--- src/rtl/rrc_interp_fir.sv ---
// Dual-channel (I/Q) root-raised-cosine FIR with SPS zero-stuff interpolation,
// runtime-loadable coefficients, scaled/saturated outputs and valid/ready
// handshakes on both the symbol input and the sample output.
module rrc_interp_fir #(
    parameter int DIN_W  = 4,
    parameter int COEF_W = 8,
    parameter int DOUT_W = 16,
    parameter int TAPS   = 11,
    parameter int SPS    = 4,
    parameter int SHIFT  = 0
) (
    input  logic                     clk,
    input  logic                     rst_n,
    input  logic                     in_valid,
    output logic                     in_ready,
    input  logic [DIN_W-1:0]         din_i,
    input  logic [DIN_W-1:0]         din_q,
    output logic                     out_valid,
    input  logic                     out_ready,
    output logic [DOUT_W-1:0]        dout_i,
    output logic [DOUT_W-1:0]        dout_q,
    output logic                     sat,
    input  logic                     coef_wr,
    input  logic [$clog2(TAPS)-1:0]  coef_addr,
    input  logic [COEF_W-1:0]        coef_data,
    output logic                     coef_err
);

    localparam int AW     = $clog2(TAPS);
    localparam int PH_W   = (SPS > 1) ? $clog2(SPS) : 1;
    localparam int ACC_W  = DIN_W + COEF_W + $clog2(TAPS);
    localparam int EXT_W  = ((ACC_W > DOUT_W) ? ACC_W : DOUT_W) + 1;
    localparam int CENTER = (TAPS - 1) / 2;

    localparam logic [PH_W-1:0]          PH_LAST     = PH_W'(SPS - 1);
    localparam logic [AW:0]              TAPS_V      = (AW + 1)'(TAPS);
    localparam logic signed [COEF_W-1:0] COEF_CENTER = COEF_W'(2 ** (COEF_W - 2));
    localparam logic signed [EXT_W-1:0]  MAX_V = {{(EXT_W - DOUT_W + 1){1'b0}}, {(DOUT_W - 1){1'b1}}};
    localparam logic signed [EXT_W-1:0]  MIN_V = {{(EXT_W - DOUT_W + 1){1'b1}}, {(DOUT_W - 1){1'b0}}};

    logic [PH_W-1:0]           phase_q, phase_d;
    logic signed [DIN_W-1:0]   sh_i_q [TAPS];
    logic signed [DIN_W-1:0]   sh_i_d [TAPS];
    logic signed [DIN_W-1:0]   sh_q_q [TAPS];
    logic signed [DIN_W-1:0]   sh_q_d [TAPS];
    logic signed [COEF_W-1:0]  coef_q [TAPS];
    logic signed [COEF_W-1:0]  coef_d [TAPS];
    logic signed [DOUT_W-1:0]  dout_i_q, dout_i_d;
    logic signed [DOUT_W-1:0]  dout_q_q, dout_q_d;
    logic                      out_valid_q, out_valid_d;
    logic                      sat_q, sat_d;
    logic                      coef_err_q, coef_err_d;

    logic                      phase_zero, slot_free, step, coef_ok;
    logic signed [ACC_W-1:0]   acc_i, acc_q;
    logic signed [EXT_W-1:0]   scl_i, scl_q;
    logic [DOUT_W:0]           res_i, res_q;

    // Clip a scaled accumulator into the output range; MSB flags clipping.
    function automatic logic [DOUT_W:0] saturate(input logic signed [EXT_W-1:0] v);
        if (v > MAX_V) begin
            return {1'b1, MAX_V[DOUT_W-1:0]};
        end else if (v < MIN_V) begin
            return {1'b1, MIN_V[DOUT_W-1:0]};
        end
        return {1'b0, v[DOUT_W-1:0]};
    endfunction

    // Handshake: a step advances the interpolator one output sample.
    always_comb begin
        phase_zero = (phase_q == '0);
        slot_free  = !out_valid_q || out_ready;
        step       = slot_free && (!phase_zero || in_valid);
        in_ready   = phase_zero && slot_free;
    end

    // Delay lines and phase counter; a new symbol enters only at phase 0.
    always_comb begin
        phase_d = phase_q;
        for (int unsigned k = 0; k < TAPS; k++) begin
            sh_i_d[k] = sh_i_q[k];
            sh_q_d[k] = sh_q_q[k];
        end
        if (step) begin
            sh_i_d[0] = phase_zero ? $signed(din_i) : '0;
            sh_q_d[0] = phase_zero ? $signed(din_q) : '0;
            for (int unsigned k = 1; k < TAPS; k++) begin
                sh_i_d[k] = sh_i_q[k-1];
                sh_q_d[k] = sh_q_q[k-1];
            end
            phase_d = (phase_q == PH_LAST) ? '0 : phase_q + 1'b1;
        end
    end

    // Coefficient writes only land while idle at a symbol boundary.
    always_comb begin
        coef_ok    = coef_wr && phase_zero && !step && ({1'b0, coef_addr} < TAPS_V);
        coef_err_d = coef_wr && !coef_ok;
        for (int unsigned k = 0; k < TAPS; k++) begin
            coef_d[k] = coef_q[k];
        end
        if (coef_ok) begin
            coef_d[coef_addr] = $signed(coef_data);
        end
    end

    // Multiply-accumulate over the post-shift delay-line contents.
    always_comb begin
        acc_i = '0;
        acc_q = '0;
        for (int unsigned k = 0; k < TAPS; k++) begin
            acc_i = acc_i + ACC_W'(sh_i_d[k]) * ACC_W'(coef_q[k]);
            acc_q = acc_q + ACC_W'(sh_q_d[k]) * ACC_W'(coef_q[k]);
        end
        scl_i = EXT_W'(acc_i) >>> SHIFT;
        scl_q = EXT_W'(acc_q) >>> SHIFT;
        res_i = saturate(scl_i);
        res_q = saturate(scl_q);
    end

    // Output register: load on a step, drop valid when the slot drains idle.
    always_comb begin
        out_valid_d = out_valid_q;
        dout_i_d    = dout_i_q;
        dout_q_d    = dout_q_q;
        sat_d       = sat_q;
        if (step) begin
            out_valid_d = 1'b1;
            dout_i_d    = res_i[DOUT_W-1:0];
            dout_q_d    = res_q[DOUT_W-1:0];
            sat_d       = res_i[DOUT_W] || res_q[DOUT_W];
        end else if (slot_free) begin
            out_valid_d = 1'b0;
        end
    end

    // State registers; reset restores the centre-tap impulse coefficients.
    always_ff @(posedge clk or negedge rst_n) begin
        if (!rst_n) begin
            phase_q     <= '0;
            out_valid_q <= 1'b0;
            dout_i_q    <= '0;
            dout_q_q    <= '0;
            sat_q       <= 1'b0;
            coef_err_q  <= 1'b0;
            for (int unsigned k = 0; k < TAPS; k++) begin
                sh_i_q[k] <= '0;
                sh_q_q[k] <= '0;
                coef_q[k] <= (k == CENTER) ? COEF_CENTER : '0;
            end
        end else begin
            phase_q     <= phase_d;
            out_valid_q <= out_valid_d;
            dout_i_q    <= dout_i_d;
            dout_q_q    <= dout_q_d;
            sat_q       <= sat_d;
            coef_err_q  <= coef_err_d;
            for (int unsigned k = 0; k < TAPS; k++) begin
                sh_i_q[k] <= sh_i_d[k];
                sh_q_q[k] <= sh_q_d[k];
                coef_q[k] <= coef_d[k];
            end
        end
    end

    assign out_valid = out_valid_q;
    assign dout_i    = dout_i_q;
    assign dout_q    = dout_q_q;
    assign sat       = sat_q;
    assign coef_err  = coef_err_q;

endmodule
--- config.mk ---
export PLATFORM = sky130hd
export DESIGN_NAME = rrc_interp_fir
export DESIGN_NICKNAME = d
export VERILOG_FILES = /design/src/rtl/rrc_interp_fir.sv
export SDC_FILE = /design/constraint.sdc
export NUM_CORES = 2
export LEC_CHECK = 0
export ABC_AREA = 1
export BUFFER_PORTS_ARGS = -buffer_cell sky130_fd_sc_hd__buf_2
export CAP_MARGIN = 10
export CORE_ASPECT_RATIO = 2
export CORE_MARGIN = 2
export CORE_UTILIZATION = 50
export CTS_CLUSTER_DIAMETER = 40
export CTS_CLUSTER_SIZE = 28
export DETAILED_ROUTE_END_ITERATION = 7
export PLACE_DENSITY = 0.74
export SETUP_SLACK_MARGIN = 0.3
export SYNTH_ARGS = -nofsm -noshare
export SYNTH_HDL_FRONTEND = slang
export SYNTH_SLANG_ARGS = --single-unit
--- constraint.sdc ---
create_clock -name clk -period 10.8 [get_ports clk]
set_input_delay 0.54 -clock clk [delete_from_list [all_inputs] [get_ports clk]]
set_output_delay 0.54 -clock clk [all_outputs]
set_load 0.01 [all_outputs]
After elaboration in Yosys (flattened, before gate mapping)

Index checks and enable logic that the tools add are counted.

Memories: 0
Bits in latches: 0
ROM bits: 0
Bits of input ports: 25
Bits in writable memories: 0
Logic and storage cells: 127
Register bits after elaboration: 213

Div/mod/pow operators: 0
Order comparisons: 7
Multipliers: 22
Equal/unequal tests: 1
Shift-type cells: 0
Bitwise logic cells: 1
Reductions and logical operators: 16
$add $sub $neg: 21
Mux-type cells: 20

Operator list:

| kind                 | number |
|---|---|
| $mul 4x8->12         | 22 |
| $add 16x12->16       | 12 |
| $mux 17              | 6 |
| $bwmux 88            | 1 |
| $mux 44              | 2 |
| $add 15x12->16       | 2 |
| $demux 8 s4          | 1 |
| $gt 16x16->1 const B | 2 |
| $lt 16x16->1 const B | 2 |
| $add 14x12->15       | 2 |
| $add 13x12->14       | 2 |
| $add 12x12->13       | 2 |
| $mux 4               | 2 |
| $mux 8               | 1 |
| $logic_and 1x1->1    | 7 |
| $mux 1               | 6 |
| $ge 5x5->1 const B   | 1 |
| $lt 5x1->1 const B   | 1 |
| $not 4->5            | 1 |
| $logic_not 1->1      | 4 |
| $lt 4x4->1 const B   | 1 |
| $logic_or 1x1->1     | 3 |
| $add 2x1->2 const B  | 1 |
| $eq 2x2->1 const B   | 1 |
| 3 further kinds      | 3 |

Depth between registers and ports, before layout

Word-level depth: 21
Gate-level depth with buffers: 38
Gate-level depth less buffers: 35

Worst setup path after synthesis

OpenSTA, ideal clock, no wires.

Kind: register to register
Start: register phase_q[0]
End: register dout_q_q[10], in the netlist dout_q[10]
Path slack: 2894 ps
Data required time: 10682 ps
Data arrival time: 7788 ps
Library setup time: 118 ps
Clock period less this slack: 7906 ps
Cell stages (with the launch flop): 33
Path buffers: 2
Cells stage by stage: dfrtp_1 inv_1 ha_1 nand2_2 nand2_4 buf_6 buf_4 o21ai_0 inv_1 nor2_1 inv_1 fa_1 inv_1 fa_1 fa_1 inv_1 fa_1 fa_1 inv_1 fa_1 fa_1 fa_1 inv_1 fa_1 inv_1 ha_1 a21oi_1 o21ai_0 a21oi_1 o21bai_1 or2_2 nand3_1 nand2_1

RTL lines:

| element                | RTL line | text |
|---|---|---|
| start, declared        | 41       | `logic [PH_W-1:0] phase_q, phase_d;` |
| start signal, assigned | 152      | `phase_q <= phase_d;` |
| end signal, assigned   | 155      | `dout_q_q <= dout_q_d;` |
| end, declared          | 49       | `logic signed [DOUT_W-1:0] dout_q_q, dout_q_d;` |

==> results.json <==
{
  "synth_nets": 5163,
  "maxSlewHeadroom_pct": 35.0,
  "io-pin-count": 61,
  "synth_area_leader_cell": "fa_1",
  "design_area_um2": 39200,
  "initial_utilization_pct": 50.6,
  "cap_viol_max_count": 0,
  "synth_warnings": 0,
  "cp-start-kind": "register",
  "ff2ff_setup_slack_ns": 1.18,
  "grt_setup_unrepaired": "no",
  "antenna_found_initial": 4,
  "post-dp-hpwl_mm": 111,
  "dpl_cell_area_um2": 38100,
  "grt_overflow_total": 0,
  "timing.fmax_mhz": 104,
  "crit_path_end": "dout_i[14]",
  "layout_commonest_cell": "inv_1",
  "worstHoldPathType": "in -> reg",
  "fin_crit_sh_pct": 89.1,
  "cts_root_buffer": "clkbuf_16",
  "drtPass1Iterations": 7,
  "period_needed_ns": 9.62,
  "netlist_area_um2": 36900,
  "grt_usage_pct": 36.0,
  "via_per_inst": 5.38,
  "wl_mm": 130,
  "crit_top_cell": "nand2_1",
  "cts_buffer_depth": 3,
  "postSynthAreaPerCell_um2": 9.05,
  "yosysSeqAreaShare_pct": 14.5,
  "wire_per_inst_um": 25.7,
  "dp.cells": 4998,
  "synth_area_leaders": "fa_1 48%, dfrtp_1 14%, inv_1 12%",
  "gp_congestion": 1.03,
  "worst_ep_arrival_time_ns": 10.12,
  "layout_common_cells": "1206 x inv_1, 892 x fa_1, 660 x nand2_1",
  "areaGrowthSynthToFinish_pct": 6.37,
  "ys_ff_latch": 213,
  "drive_gt1_share_pct": 4.46,
  "via_count": 27200,
  "grt_pass1_wl_mm": 193,
  "regToRegEndpoint": "dout_i[14]",
  "crit_fanout": 26,
  "max_stage_delay_ns": 0.68,
  "drt_iter0_drc": 2142,
  "cts.clk_slew.worst_paths_ns": 0.07,
  "placementRows": 140,
  "finalSetupViolCount": 0,
  "hold_viol": 0,
  "tightest_slew_ns": 0.974,
  "drv_slew": 0,
  "ant_nets": 0,
  "numCtsBuffers": 29,
  "final_util_pct": 53.8,
  "fp.dieW_um": 196,
  "cts_setup_buffers": 0,
  "die_h_um": 388,
  "outcome": "complete, no violations",
  "grt_pass1_vias": 30900,
  "htreeDepth": 1,
  "stdcell_count": 5055,
  "drc": 0,
  "die-area_um2": 76000,
  "cts_tree": "built",
  "fillers": 6648,
  "cp-end-kind": "register",
  "io_buffers": 60,
  "rr_worst_depth": 34,
  "clock_sinks": 213,
  "yosys.cell_types.count": 43,
  "insertion_delay_ns": 0.62,
  "critical_path_class": "reg -> reg",
  "crit_required_ns": 11.30,
  "clock_skew_ns": 0.0206,
  "core-area_um2": 72900,
  "grt_max_degree": 115,
  "synth_top_area_share_pct": 48.5,
  "syn_inst": 4074,
  "nets": 5196,
  "cp-startpoint": "phase_q[0]",
  "r2r_start": "phase_q[0]",
  "fin_tns_setup_ns": 0,
  "slowest_stage": "clkinv_1"
}
through the flow:
step / worst slack (ns) / hold slack (ns)
3_3_place_gp: 1.28 / 0.463
5_1_grt: 0.700 / 0.249
6_report: 1.18 / 0.221
4_1_cts: 1.31 / 0.212
2_1_floorplan: 2.89 / 0.244
3_5_place_dp: 1.27 / 0.463
synth_stat cells, drive strengths merged:
library cell and number:
o21ai 207, xnor2 17, maj3 1, inv 1209, a21boi 3, clkbuf 29
o211a 1, a31oi 3, a21o 6, fa 892, nor2 441, or2 12
nand3b 6, nand3 79, clkinv 2, a21oi 32, dfstp 1, xor2 13
ha 172, dfrtp 212, o21bai 6, nor3 8, o31ai 2, nand4 8
nand2b 1, a211oi 2, nand2 665, and2 2, buf 42
worst max-delay path, delay by kind of cell, from the launching register on:
kind	cells	cell delay (ns)
fa+ha+maj	11	4.97
buf+inv	7	1.68
flops	1	0.37
simple gates	14	1.65
compound gates	2	0.76
sequential cells by signal, summed over array words and instances (netlist names):
name / flops
out_valid: 1
coef_q: 88
phase_q: 2
sh_q_q: 44
sh_i_q: 44
dout_q: 16
sat: 1
dout_i: 16
coef_err: 1
worst min path at each step:
stage               startpoint   endpoint  slack, ns  cells past startpoint
CTS                    coef_wr   coef_err       0.21                      3
floorplan                rst_n   coef_err       0.24                      0
finish                 coef_wr   coef_err       0.22                      3
global placement     dout_i[0]  dout_i[0]       0.46                      2
detailed placement   dout_i[9]  dout_i[9]       0.46                      2
global route           coef_wr   coef_err       0.25                      3
cells by family after synthesis:
kind of cell               after synthesis  synth area share [%]
DFF                                    213                  14.5
and+or+nand+nor                       1222                  13.1
adders and majority gates             1065                  54.3
buffers and inverters                 1282                  13.3
AOI/OAI and AO/OA                      262                  4.06
xor gates and xnor gates                30                 0.713
area by class of cell:
| class | instances | area [µm²] | share of cell area [%] |
|---|---|---|---|
| Multi-Input combinational cell | 2579 | 26600 | 67.9 |
| Inverter | 1211 | 4550 | 11.6 |
| Sequential cell | 213 | 5330 | 13.6 |
| Tap cell | 923 | 1150 | 2.95 |
| Antenna cell | 3 | 7.51 | 0.0192 |
| Clock buffer | 31 | 753 | 1.92 |
| Clock inverter | 22 | 358 | 0.913 |
| Timing Repair Buffer | 73 | 423 | 1.08 |
repair_timing:
action                                 CTS  global route
hold buffers                             1             0
endpoints found under the hold margin   66             0
resized for setup                        0             0
per-layer routing:
| metal | global-route usage, % | part of all wire, % | vias up |
|---|---|---|---|
| met3 | 7.23 | 6.5 | 614 |
| li1 | - | - | 11700 |
| met5 | 0 | 0.010 | - |
| met1 | 33.9 | 29 | 13600 |
| met4 | 36.8 | 14 | 2 |
| met2 | 62.9 | 51 | 1288 |
Power is not shown: default switching activity piles up to over one toggle a cycle in this logic, so the estimate is an artifact.
